<file path="config.mk">
export PLATFORM = sky130hd
export DESIGN_NAME = dmem_responder
export DESIGN_NICKNAME = d
export VERILOG_FILES = /design/src/rtl/dmem_responder_pkg.sv /design/src/rtl/dmem_array.sv /design/src/rtl/dmem_responder.sv
export SDC_FILE = /design/constraint.sdc
export NUM_CORES = 1
export LEC_CHECK = 0
export BUFFER_PORTS_ARGS = -buffer_cell sky130_fd_sc_hd__buf_2
export CAP_MARGIN = 20
export CORE_MARGIN = 3
export CORE_UTILIZATION = 47
export CTS_BUF_LIST = sky130_fd_sc_hd__clkbuf_8 sky130_fd_sc_hd__clkbuf_16
export CTS_CLUSTER_SIZE = 25
export DETAILED_ROUTE_END_ITERATION = 10
export SLEW_MARGIN = 10
export SYNTH_ARGS = -nofsm -noshare
export SYNTH_HDL_FRONTEND = slang
export SYNTH_SLANG_ARGS = --single-unit
</file>
<file path="constraint.sdc">
create_clock -name clk_i -period 7.7 [get_ports clk_i]
set_clock_uncertainty 0.05 [all_clocks]
set_input_delay 1.155 -clock clk_i [delete_from_list [all_inputs] [get_ports clk_i]]
set_output_delay 1.155 -clock clk_i [all_outputs]
set_load 0.05 [all_outputs]
</file>
<file path="src/rtl/dmem_responder_pkg.sv">
//==============================================================================
// Module      : dmem_responder_pkg
// Description : Shared constants for the data-memory responder: defaults,
//               counter width and FSM state encodings.
// Revision    : 1.0 - initial release
//==============================================================================
`default_nettype none

package dmem_responder_pkg;

    localparam int unsigned c_DEFAULT_DEPTH_WORDS = 32;
    localparam int unsigned c_DEFAULT_LATENCY     = 2;
    localparam int unsigned c_CNT_W               = 4;

    localparam logic [1:0] c_ST_IDLE = 2'd0;
    localparam logic [1:0] c_ST_BUSY = 2'd1;
    localparam logic [1:0] c_ST_RESP = 2'd2;

    // Word-index width; never zero so a one-word array still has a port.
    function automatic int unsigned addr_width(input int unsigned depth);
        return (depth > 1) ? $clog2(depth) : 1;
    endfunction

endpackage

`default_nettype wire

</file>
<file path="src/rtl/dmem_array.sv">
//==============================================================================
// Module      : dmem_array
// Description : Word array with one synchronous write port and one
//               asynchronous read port. Contents are never reset.
// Revision    : 1.0 - initial release
//==============================================================================
`default_nettype none

module dmem_array
    import dmem_responder_pkg::*;
#(
    parameter int unsigned DEPTH_WORDS = c_DEFAULT_DEPTH_WORDS,
    parameter int unsigned ADDR_W      = addr_width(DEPTH_WORDS)
) (
    input  logic              clk,
    input  logic              i_we,
    input  logic [ADDR_W-1:0] i_waddr,
    input  logic [31:0]       i_wdata,
    input  logic [ADDR_W-1:0] i_raddr,
    output logic [31:0]       o_rdata
);

    logic [31:0] r_mem [DEPTH_WORDS];

    always_ff @(posedge clk) begin
        if (i_we) begin
            r_mem[i_waddr] <= i_wdata;
        end
    end

    // Indices past a non-power-of-two depth read as zero.
    assign o_rdata = ({{(32-ADDR_W){1'b0}}, i_raddr} < 32'(DEPTH_WORDS)) ? r_mem[i_raddr] : '0;

endmodule

`default_nettype wire

</file>
<file path="src/rtl/dmem_responder.sv">
//==============================================================================
// Module      : dmem_responder
// Description : Fixed-latency CPU data-memory responder with fault check,
//               abandon-on-request-drop and combinational pipeline stall.
// Revision    : 1.0 - initial release
//==============================================================================
`default_nettype none

module dmem_responder
    import dmem_responder_pkg::*;
#(
    parameter int unsigned DEPTH_WORDS = c_DEFAULT_DEPTH_WORDS,
    parameter int unsigned LATENCY     = c_DEFAULT_LATENCY
) (
    input  logic        clk_i,
    input  logic        rst_i,
    input  logic        req_i,
    input  logic        we_i,
    input  logic [31:0] addr_i,
    input  logic [31:0] wdata_i,
    output logic [31:0] rdata_o,
    output logic        ack_o,
    output logic        stall_o,
    output logic        err_o
);

    localparam int unsigned        c_AW       = addr_width(DEPTH_WORDS);
    localparam logic [c_CNT_W-1:0] c_CNT_LOAD = c_CNT_W'(LATENCY - 1);

    logic [1:0]         r_state;
    logic [c_CNT_W-1:0] r_count;
    logic               r_we;
    logic [31:0]        r_addr;
    logic [31:0]        r_wdata;
    logic [31:0]        r_rdata;
    logic               r_ack;
    logic               r_err;

    logic               w_in_idle;
    logic               w_acc_we;
    logic [31:0]        w_acc_addr;
    logic [31:0]        w_acc_wdata;
    logic               w_fault;
    logic               w_complete;
    logic               w_arr_we;
    logic [31:0]        w_arr_rdata;

    // With LATENCY = 1 the access happens on the accepting edge, so the live
    // inputs are used; otherwise the values captured at acceptance.
    assign w_in_idle   = (r_state == c_ST_IDLE);
    assign w_acc_we    = w_in_idle ? we_i    : r_we;
    assign w_acc_addr  = w_in_idle ? addr_i  : r_addr;
    assign w_acc_wdata = w_in_idle ? wdata_i : r_wdata;

    assign w_fault    = (w_acc_addr[1:0] != 2'b00) || (w_acc_addr[31:2] >= 30'(DEPTH_WORDS));
    assign w_complete = req_i &&
                        ((w_in_idle && (LATENCY == 1)) ||
                         ((r_state == c_ST_BUSY) && (r_count == c_CNT_W'(1))));
    assign w_arr_we   = w_complete && w_acc_we && !w_fault && !rst_i;

    dmem_array #(
        .DEPTH_WORDS (DEPTH_WORDS),
        .ADDR_W      (c_AW)
    ) u_array (
        .clk     (clk_i),
        .i_we    (w_arr_we),
        .i_waddr (w_acc_addr[c_AW+1:2]),
        .i_wdata (w_acc_wdata),
        .i_raddr (w_acc_addr[c_AW+1:2]),
        .o_rdata (w_arr_rdata)
    );

    always_ff @(posedge clk_i) begin
        if (rst_i) begin
            r_state <= c_ST_IDLE;
            r_count <= '0;
            r_we    <= 1'b0;
            r_addr  <= '0;
            r_wdata <= '0;
            r_rdata <= '0;
            r_ack   <= 1'b0;
            r_err   <= 1'b0;
        end else begin
            r_ack <= 1'b0;
            r_err <= 1'b0;
            if (w_complete) begin
                r_state <= c_ST_RESP;
                r_count <= '0;
                r_ack   <= 1'b1;
                r_err   <= w_fault;
                if (w_fault) begin
                    r_rdata <= '0;
                end else if (!w_acc_we) begin
                    r_rdata <= w_arr_rdata;
                end
            end else begin
                case (r_state)
                    c_ST_IDLE: begin
                        if (req_i) begin
                            r_we    <= we_i;
                            r_addr  <= addr_i;
                            r_wdata <= wdata_i;
                            r_count <= c_CNT_LOAD;
                            r_state <= c_ST_BUSY;
                        end
                    end
                    c_ST_BUSY: begin
                        if (!req_i) begin
                            r_state <= c_ST_IDLE;
                            r_count <= '0;
                        end else begin
                            r_count <= r_count - c_CNT_W'(1);
                        end
                    end
                    c_ST_RESP: r_state <= c_ST_IDLE;
                    default:   r_state <= c_ST_IDLE;
                endcase
            end
        end
    end

    assign rdata_o = r_rdata;
    assign ack_o   = r_ack;
    assign err_o   = r_err;
    assign stall_o = req_i & ~r_ack;

endmodule

`default_nettype wire

</file>
## Word-level counts from Yosys, hierarchy flattened

Memory sizes are Yosys's and may differ from the RTL's.
Cells that the tools add are included.

| operators by class | value |
|---|---|
| add/subtract/negate cells | 1 |
| $mul | 0 |
| div/mod/pow operators | 0 |
| magnitude comparators | 1 |
| equality and inequality tests | 7 |
| shift-type cells | 0 |
| mux-type cells | 15 |
| bitwise operators | 3 |
| reduce and logical (&&, ||, !) cells | 18 |

Operator list:

| kind | count |
|---|---|
| two-way mux 32 bit | 4 |
| >= comparator 30 x 6 -> 1 bit, second input constant | 1 |
| two-way mux 4 bit | 2 |
| case mux 4 bit (2 select lines) | 1 |
| AND reduction 2 bit | 4 |
| two-way mux 2 bit | 3 |
| logical AND 1 bit | 5 |
| == test 4 x 1 -> 1 bit, second input constant | 1 |
| two-way mux 1 bit | 4 |
| != test 2 bit, second input constant | 2 |
| case mux 2 bit (2 select lines) | 1 |
| nonzero test 2 bit | 2 |
| OR reduction 2 bit | 2 |
| subtractor 4 x 1 -> 4 bit, second input constant | 1 |
| != test 3 x 2 -> 1 bit, second input constant | 1 |
| != test 3 bit, second input constant | 1 |
| AND reduction 3 bit | 1 |
| == test 2 x 1 -> 1 bit, second input constant | 1 |
| zero test 1 bit | 2 |
| zero test 2 bit | 1 |
| != test 2 x 1 -> 1 bit, second input constant | 1 |
| inverter 1 bit | 2 |
| bitwise AND 1 bit | 1 |
| logical OR 1 bit | 1 |

| word-level totals | value |
|---|---|
| bits in registers | 105 |
| bits in latches | 0 |
| RAM bits | 1024 |
| bits in read-only memories | 0 |
| output and inout port bits | 35 |
| logic and storage cells | 55 |
| memories | 1 |

Memory list:

| memory | depth | bits a word | rd ports | clocked after memory_dff | write ports | RTL line | RTL |
|---|---|---|---|---|---|---|---|
| u_array.r_mem | 32 | 32 | 1 | 0 | 1 | dmem_array.sv:23 | `logic [31:0] r_mem [DEPTH_WORDS];` |

## Logic depth before layout (Yosys ltp)

Gate-level depths: netlist (run 1).

| depth | value |
|---|---|
| depth after elaboration | 9 |
| gate-level depth with buffers | 10 |
| mapped depth without buffers | 7 |

## Hierarchy

From an unflattened synthesis (run 1), not the netlist that was laid out.

| unflattened totals | value |
|---|---|
| cell total of the unflattened synthesis | 2726 |
| area total of the unflattened synthesis | 44416.3 um2 |

Modules (own cells, without submodules):

| module | times used | cells an instance | area each (um2) | sequential area each (um2) |
|---|---|---|---|---|
| dmem_array | 1 | 2228 | 39844.5 | 30749.5 |
| dmem_responder | 1 | 498 | 4571.9 | 2102.0 |

## Least setup slack after synthesis (run 1)

Ideal clock, no wire load.

| timing path | value |
|---|---|
| path kind | input port to flip-flop |
| start point | in req_i |
| end point | mem u_array.r_mem[25][0] (enable) |
| setup time | 0.421 ns |
| data arrival time | 3.700 ns |
| required time | 7.229 ns |
| slack | 3.529 ns |
| cell stages on the path | 6 |
| path buffers | 0 |
| path through | nor2b_1 > nand4_1 > nand2b_1 > nor4_2 > nand2_1 > nor2_1 |

| between the ends | value |
|---|---|
| longest elaborated chain between the ends | 6 |

RTL lines:

| item | RTL line | RTL |
|---|---|---|
| from (decl) | dmem_responder.sv:17 | `input logic req_i,` |
| logical AND 1 bit | dmem_responder.sv:56 | `assign w_complete = req_i &&` |
| logical AND 1 bit (3 in series) | dmem_responder.sv:59 | `assign w_arr_we = w_complete && w_acc_we && !w_fault && !rst_i;` |
| two-way mux 1 bit | dmem_array.sv:26 | `if (i_we) begin` |
| two-way mux 1 bit (implied by the code) | dmem_array.sv:27 | `r_mem[i_waddr] <= i_wdata;` |
| to (decl) | dmem_array.sv:23 |  |

No other way between the ends.

## Worst setup path in the final report (run 1)

| timing path | value |
|---|---|
| start point | reg r_state[1] |
| end point | mem u_array.r_mem[18][22] (enable) |

| between the ends | value |
|---|---|
| longest elaborated chain between the ends | 9 |

RTL lines:

| item | RTL line | RTL |
|---|---|---|
| from (decl) | dmem_responder.sv:30 | `logic [1:0] r_state;` |
| from (signal assigned) | dmem_responder.sv:75 | `r_state <= c_ST_IDLE;` |
| from (signal assigned) | dmem_responder.sv:87 | `r_state <= c_ST_RESP;` |
| from (signal assigned) | dmem_responder.sv:104 | `r_state <= c_ST_BUSY;` |
| zero test 2 bit | dmem_responder.sv:50 | `assign w_in_idle = (r_state == c_ST_IDLE);` |
| two-way mux 32 bit | dmem_responder.sv:52 | `assign w_acc_addr = w_in_idle ? addr_i : r_addr;` |
| >= comparator 30 x 6 -> 1 bit or nonzero test 2 bit (tied branches) | dmem_responder.sv:55 | `assign w_fault = (w_acc_addr[1:0] != 2'b00) \|\| (w_acc_addr[31:2] >= 30'(DEPTH_WORDS));` |
| logical OR 1 bit | dmem_responder.sv:55 |  |
| zero test 1 bit | dmem_responder.sv:59 |  |
| logical AND 1 bit (2 in series) | dmem_responder.sv:59 |  |
| two-way mux 1 bit | dmem_array.sv:26 |  |
| two-way mux 1 bit (implied by the code) | dmem_array.sv:27 |  |

Several ways; a longest one is shown, not always the timed one.

==> results of run 1 <==
-- registers in the layout, summed over array words and instances (netlist names) --
name	flops
r_we	1
u_array.r_mem	1024
rdata_o	32
r_count	4
r_addr	32
ack_o	1
r_wdata	32
err_o	1
r_state	2
-- cell families (layout without fill, tap and decap cells) --
family                     after synthesis  in the layout  share of synthesized area
other                                    0              2                          0
AOI/OAI and AO/OA                      456            456                     0.0711
adders and majority gates                2              2                   0.000560
buffers and inverters                  235            415                     0.0247
and+or+nand+nor                       1162           1162                      0.120
DFF                                   1129           1129                      0.736
muxes                                  192            192                     0.0482
-- through the flow --
stage / power [W] / cells / setup slack (ps) / instance area [sq um] / hold WS [ps]
finish: 0.0131 / 4612 / 3130 / 50700 / 404
CTS: 0.0131 / 4597 / 3230 / 50400 / 405
floorplan: 0.00745 / 3176 / 3530 / 44700 / 386
detailed placement: 0.00782 / 4386 / 2630 / 46800 / 397
global route: 0.0134 / 4610 / 2990 / 50700 / 418
global placement: 0.00779 / 4375 / 2560 / 46600 / 392
-- per-layer routing --
metal,global-route usage,up-vias
li1,-,12400
met3,0.0584,199
met5,0,-
met2,0.391,1377
met1,0.371,14300
met4,0.0580,4
-- how the worst max path moves through the flow --
stage          startpoint                    end  slack [ps]
2_1_floorplan       req_i   u_array.r_mem[25][0]        3530
3_3_place_gp        rst_i   u_array.r_mem[7][24]        2560
3_5_place_dp        rst_i  u_array.r_mem[22][18]        2630
4_1_cts        r_state[1]  u_array.r_mem[22][15]        3230
5_1_grt        r_state[0]  u_array.r_mem[16][14]        2990
6_report       r_state[1]  u_array.r_mem[18][22]        3130
-- critical path: stages (launching register included) --
cell and delay [ps]:
sky130_fd_sc_hd__dfxtp_1 530, sky130_fd_sc_hd__nor2_4 560, sky130_fd_sc_hd__buf_4 450, sky130_fd_sc_hd__nand4_1 170, sky130_fd_sc_hd__o22a_1 370, sky130_fd_sc_hd__nor4_2 540
sky130_fd_sc_hd__nand2_1 280, sky130_fd_sc_hd__nor2_4 740, sky130_fd_sc_hd__buf_4 490
-- power by group --
part / switching, W / total [W] / internal [W]
Sequential: 0.0000155 / 0.00677 / 0.00675
Clock: 0.00229 / 0.00536 / 0.00307
Combinational: 0.000682 / 0.000937 / 0.000255
-- area by class of cell --
| cell class | instances | area [sq um] | share of cell area |
|---|---|---|---|
| Tap cell | 1254 | 1570 | 0.0309 |
| Sequential cell | 1129 | 32900 | 0.648 |
| Antenna cell | 2 | 5.00 | 0.0000987 |
| Multi-Input combinational cell | 1812 | 11100 | 0.218 |
| Inverter | 6 | 22.5 | 0.000444 |
| Clock buffer | 115 | 2840 | 0.0561 |
| Timing Repair Buffer | 198 | 1570 | 0.0310 |
| Clock inverter | 96 | 777 | 0.0153 |
-- Yosys cell counts (6+ instances only) --
master | count | area, sq um
sky130_fd_sc_hd__o21ai_1 | 24 | 120
sky130_fd_sc_hd__clkbuf_1 | 116 | 435
sky130_fd_sc_hd__a21oi_1 | 66 | 330
sky130_fd_sc_hd__o41ai_1 | 10 | 87.6
sky130_fd_sc_hd__mux4_2 | 6 | 135
sky130_fd_sc_hd__nor3_1 | 33 | 165
sky130_fd_sc_hd__and3_1 | 75 | 469
sky130_fd_sc_hd__nand4_1 | 121 | 757
sky130_fd_sc_hd__nor4_1 | 12 | 75.1
sky130_fd_sc_hd__buf_6 | 11 | 124
sky130_fd_sc_hd__a32o_1 | 56 | 561
sky130_fd_sc_hd__buf_4 | 8 | 60.1
sky130_fd_sc_hd__o22ai_1 | 57 | 357
sky130_fd_sc_hd__dfxtp_1 | 105 | 2100
sky130_fd_sc_hd__edfxtp_1 | 1024 | 30700
sky130_fd_sc_hd__a211oi_1 | 21 | 158
sky130_fd_sc_hd__nor2_1 | 41 | 154
sky130_fd_sc_hd__mux2i_1 | 63 | 631
sky130_fd_sc_hd__nand3_1 | 254 | 1270
sky130_fd_sc_hd__nand2_1 | 600 | 2250
sky130_fd_sc_hd__inv_1 | 6 | 22.5
sky130_fd_sc_hd__a2111oi_0 | 22 | 193
sky130_fd_sc_hd__a41o_1 | 56 | 561
sky130_fd_sc_hd__o21ai_0 | 121 | 606
sky130_fd_sc_hd__mux2_2 | 123 | 1390
sky130_fd_sc_hd__buf_2 | 79 | 395
sky130_fd_sc_hd__buf_1 | 14 | 52.6
==> run summary, run 1 <==
The flow ran to the end, and the final reports show no timing, DRC or antenna violations. From synthesis to final layout, the design area changed by 13.5%. After clock tree synthesis, the clock-pin slew on the worst setup and hold paths is 60 ps.

The fraction of registers with async set or reset after synthesis came out at 0. The tools report the worst-case hold path end point as r_wdata[5]. The initial cell density of the core was 0.476. Synthesis produced a netlist with a net count of 3246. The endpoint of the most critical register-to-register path was u_array.r_mem[18][22]. The worst setup path is launched from a flop.

For this run, the detailed router's first-pass iteration total came to 6. Setup repair after global routing left no endpoint under its margin. Worst-path maximum fanout: 29.

Max-slew violation total from the final report: 0. By startpoint and endpoint, the worst setup path is classified as reg -> reg. The pin slew with the least headroom to its limit works out to 1290 ps. Final global-route overflow total: 0. The launching point of the worst reg2reg path is r_state[1]. TritonCTS built the clock tree.

The power density over cell area came out at 258 mW/mm^2. The tree is rooted in a sky130_fd_sc_hd__clkbuf_16. The worst register-to-register path has a setup slack of 3130 ps. In this run the tool buffered the top-level ports with 102 buffer cells. The final weighted congestion in routability-driven placement is 0.827.

The proportion of layout cells with a drive suffix above 1 was 0.163. The path class of the tightest hold or removal check is reg -> reg. The endpoint kind of the worst setup timing path was a flop. The logs give 1129 for the clock sink count and 219 MHz for the highest attainable clock frequency. In the final routed layout, each cell accounts on average for 27.6 um. The count of endpoints failing hold in the final timing report came out at 0.

Setup total negative slack on the finished layout was measured at 0 ps. The uppermost layer routed was met5. The die outline height is 314 um, and the maximum number of buffers from clock root to sink is 3. The number of max-capacitance violations reported came out at 0. For the total I/O pin count, the log shows 103.

The count of flip-flops with a built-in enable after synthesis was 1024; the combined area of all synthesized cells was 0.0447 sq mm. The count of unresolved DRC violations after routing came out at 0. Wire segments on met2 add up to 58400 um in the final route.

The number of clock buffers inserted by TritonCTS is 112, and the cell row count is 112. The first global-routing pass estimated 185000 um of wire. Leaving out fill and tap cells, the most frequent cells in the layout are sky130_fd_sc_hd__edfxtp_1, sky130_fd_sc_hd__nand2_1, sky130_fd_sc_hd__nand3_1. In the synthesized netlist, the number of instances is 3176.

The startpoint of the lowest-slack hold path was r_wdata[5]. The count of state elements after synthesis is 1129, and the filler cell count in the final layout is 7496. The Yosys step of the flow raised 0 warnings. Along the worst hold path, the cell count comes to 2. The overall fraction of global-route tracks in use was 0.254. The logs give 7990 ps for the required time of the worst setup path and 127000 um for the final routed wirelength across all metal layers. Leaving out fill and tap cells, the most frequent cell in the layout is sky130_fd_sc_hd__edfxtp_1.

For the number of antenna violations at the first check in global routing, the log shows 6. The core utilization of the finished layout is 0.541, and the number of resized instances in the post-cts repair step is 0. At the later pin of the worst-skew pair, clock insertion delay measures 690 ps. The tools report the half-perimeter wire length after placement as 71400 um. At the end of the flow, the number of nets in the layout was 3329. After the first detailed-routing iteration, the DRC count stood at 3849. The sequential share of the synthesized area was 0.736; the static leakage power was 17.2 nW. The fraction of the cycle the final worst path needs was 0.593; the pin count of the biggest net entering global routing was 199. The length in cells of the worst reg-to-reg path was 8. Setup violations remaining at the end of the flow were counted as 0. The time the final worst path needs with I/O delays and setup works out to 4570 ps.

The overall die area is 0.0988 sq mm, and the count of nets left with antenna violations after detail routing is 0. Across the VDD grid, the largest voltage drop is 191 uV. STA puts the critical path data arrival time at 4860 ps. In this run the standard cell core region covers 0.0937 sq mm.

The most used flip-flop cell after synthesis is sky130_fd_sc_hd__edfxtp_1. The run gives 0 as the number of post-CTS setup repair buffers. Measured along the x axis, the die boundary spans 314 um. The number of distinct library cells after synthesis was 58; the quantity of hold-fixing buffers added after cts was 0.

The H-tree generated during clock tree synthesis spans 3 levels. The via count of the first global-routing pass came out at 27.1k. The average via count per standard cell came out at 6.12.

In the detailed route, the total length drawn on met3 is 12400 um. After detailed routing, the wire length on met1 is 53300 um. After synthesis, the mean cell area works out to 14.1 sq um. The max-slew headroom at the worst pin is 0.139, and the overall via count from detail_route is 28.2k.
No activity file was read; power rests on OpenSTA's default activity.
==> run 2: changes to the inputs <==
==> constraint.sdc (replaced) <==
create_clock -name clk_i -period 4.5 [get_ports clk_i]
set_clock_uncertainty 0.05 [all_clocks]
set_input_delay 0.675 -clock clk_i [delete_from_list [all_inputs] [get_ports clk_i]]
set_output_delay 0.675 -clock clk_i [all_outputs]
set_load 0.05 [all_outputs]
==> run 2 against run 1 <==
Combinational power rose by 76%. Critical path depth fell by 1. Fmax rose by 26%. Worst hold slack got worse by 210 ps. Sequential power rose by 71%. Largest power group unchanged. Sequential share of layout area fell by 1.1 points. Non-clock buffer count rose by 41. Setup slack got worse by 2200 ps. Clock-buffer cell count rose by 11. Total power rose by 77%. Largest cell class unchanged.
==> run summary, run 2 (synthesis gave the netlist of run 1 again) <==
The run finished with clean final reports. The count of unresolved DRC violations after routing was 0 (unchanged). The signal on the critical path passes through o21a_4, buf_4, o21ai_0, nand3_1, nand4_1, nor3_1, a41o_1. TritonCTS built the clock tree. The required time of the worst setup path is 5070 ps (-2920 ps), and the net count of the finished layout is 3374 (+1.4%). The area occupied by multi-input gates was 0.0111 sq mm (about the same); the quantity of hold-fixing buffers added after cts was 0 (unchanged). The count of nets left with antenna violations after detail routing was 0 (unchanged); the proportion of layout cells with a drive suffix above 1 was 0.179 (+0.0159). The data arrival time at the worst-slack endpoint was 4190 ps (-670 ps). The number of resized instances in the post-cts repair step is 0 (unchanged). The tools report the number of post-CTS setup repair buffers as 0 (unchanged). The tools report the via count of the first global-routing pass as 28.0k (+3.2%). Clock tree synthesis selected as its root buffer the cell sky130_fd_sc_hd__clkbuf_16. The die outline height works out to 314 um (unchanged). The cell row count came out at 112 (unchanged). Leaving out fill and tap cells, the most frequent cells in the layout are sky130_fd_sc_hd__edfxtp_1, sky130_fd_sc_hd__nand2_1, sky130_fd_sc_hd__nand3_1. Path type of the worst setup path: reg -> reg. The first-pass GRT wire length came out at 187000 um (+0.94%). The logs give 103 (unchanged) for the total I/O pin count and 28.7k (+1.6%) for the overall via count from detail_route. Maximum level of the CTS H-tree: 3 (unchanged). Number of antenna violations at the first check in global routing: 5 (-1). The flip-flop and latch area was 0.0329 sq mm (unchanged); the final weighted congestion in routability-driven placement was 0.835 (+0.99%). The floorplan die width is 314 um (unchanged), and the post-layout instance count excluding filler cells is 4658 (+1.0%). Aggregate negative setup slack: 0 ps (unchanged).

The run gives 0.0937 sq mm (unchanged) as the total core area. The clock sink count was 1129 (unchanged); the overall die area was 0.0988 sq mm (unchanged). The tightest min-delay check is of the in -> reg type. The tools report the number of clock buffers inserted by TritonCTS as 116 (+3.6%). Peak supply drop: 318 uV (+66%). The placed instance count came out at 4433 (+1.1%). The count of buffers inserted at the top-level ports came out at 102 (unchanged). The static leakage power was 17.6 nW (+2.5%); the area growth from synthesis to layout was 15.5%. The initial cell density of the core is 0.476 (unchanged). The run gives 277 MHz (+26%) as the highest attainable clock frequency.

The half-perimeter wire length after placement came out at 72500 um (+1.4%). The logs give 700 ps (about the same) for the insertion delay to the later sink of the worst-skew pair and 0 (unchanged) for the number of max-capacitance violations reported. The filler cell count in the final layout is 7445 (-0.68%), and the maximum number of buffers from clock root to sink is 3 (unchanged). Setup repair after global routing left no endpoint under its margin. The tools report the endpoint kind of the worst setup timing path as a flop. The fraction of the cycle the final worst path needs was 0.803 (+0.210); the largest stage delay on the critical path was 810 ps (+70 ps). The power density over cell area works out to 447 mW/mm^2 (+74%).

The max-slew headroom at the worst pin was 0.0884 (-0.0506). The CTS clock-pin slew for the worst setup and hold paths works out to 60 ps (about the same). The worst-path maximum fanout is 77 (+170%).

The tools report the kind of start point of the critical path as a flop. The pin count of the biggest net entering global routing was 172 (-14%); the final routed wirelength across all metal layers was 127000 um (about the same). The violation count after the first detailed-route iteration is 3623 (-5.9%). The count of endpoints failing hold in the final timing report is 0 (unchanged), and the detailed-routing iteration count for the pre-antenna-repair pass is 6 (unchanged).

For the overall fraction of global-route tracks in use, the log shows 0.255 (+0.000788). The antenna diode instance count came out at 0 (-2). The final global-route overflow total came out at 0 (unchanged). The number of flip-flops in the largest register is 1024 (unchanged), and the time the final worst path needs with I/O delays and setup is 3610 ps (-956 ps). The run gives 0 (unchanged) as the max-slew violation total from the final report. The total of endpoints with negative setup slack in the final report was 0 (unchanged); the pin slew with the least headroom to its limit was 1370 ps (+75.9 ps). Standard cell with the maximum stage delay on the critical path: sky130_fd_sc_hd__o21a_4.

The average via count per standard cell was 6.16 (+0.64%). The register with the most flip-flops in the final layout is u_array.r_mem. The library cell used most frequently in the layout, excluding fill and tap cells, is sky130_fd_sc_hd__edfxtp_1. The average wire length per cell after detail routing works out to 27.3 um (-0.96%).
-- run 2: cell types whose count changed in the layout (fill, tap and decap cells not counted), moves of 4 or more --
cell	before	now
sky130_fd_sc_hd__buf_12	8	34
sky130_fd_sc_hd__buf_4	69	90
sky130_fd_sc_hd__clkbuf_16	112	120
sky130_fd_sc_hd__clkinv_1	29	20
sky130_fd_sc_hd__bufinv_16	12	17
sky130_fd_sc_hd__buf_8	11	7
sky130_fd_sc_hd__clkbuf_8	3	7
sky130_fd_sc_hd__clkinv_2	20	27
sky130_fd_sc_hd__inv_1	32	25
-- run 2: area by class of cell --
class                           instances  share of cell area
Sequential cell                      1129               0.637
Multi-Input combinational cell       1812               0.214
Clock buffer                          126              0.0596
Timing Repair Buffer                  239              0.0414
Tap cell                             1254              0.0304
Clock inverter                         92              0.0172
Inverter                                6            0.000437
-- run 2: critical path, delay by kind of cell (launching register included) --
kind,cells,cell delay (ps)
flip-flops,1,790
AO/OA/AOI/OAI,3,1220
buffers and inverters,1,490
AND/OR/NAND/NOR,3,960
-- run 2: power by group --
| group | switching [W] | internal, W |
|---|---|---|
| Clock | 0.00399 | 0.00587 |
| Sequential | 0.0000250 | 0.0116 |
| Combinational | 0.00117 | 0.000480 |
-- run 2: metal layers --
layer / routed length [um] / global-route usage / part of all wire
met1: 52800 / 0.366 / 0.42
met5: 0 / 0 / 0
met3: 10800 / 0.0414 / 0.085
met4: 3840 / 0.0786 / 0.030
met2: 59800 / 0.403 / 0.47
-- run 2: per-stage QoR --
stage | instance area (sq um) | hold slack, ps | setup WS [ps] | util | total power [W]
after floorplan | 44700 | 386 | 806 | - | 0.0127
final | 51600 | 197 | 886 | 0.550 | 0.0231
after global placement | 47300 | 392 | 724 | 0.505 | 0.0134
after global routing | 51600 | 169 | 786 | 0.550 | 0.0237
after CTS | 51400 | 155 | 949 | 0.549 | 0.0232
after detailed placement | 47500 | 397 | 760 | 0.506 | 0.0134
-- run 2: worst paths after layout --
kind	endpoint	startpoint	cells past startpoint	slack (ps)
max	rdata_o[18]	r_state[0]	7	890
min	r_addr[15]	addr_i[15]	3	200
max reg2reg	rdata_o[18]	r_state[0]	7	890
min reg2reg	r_wdata[25]	r_wdata[25]	2	400
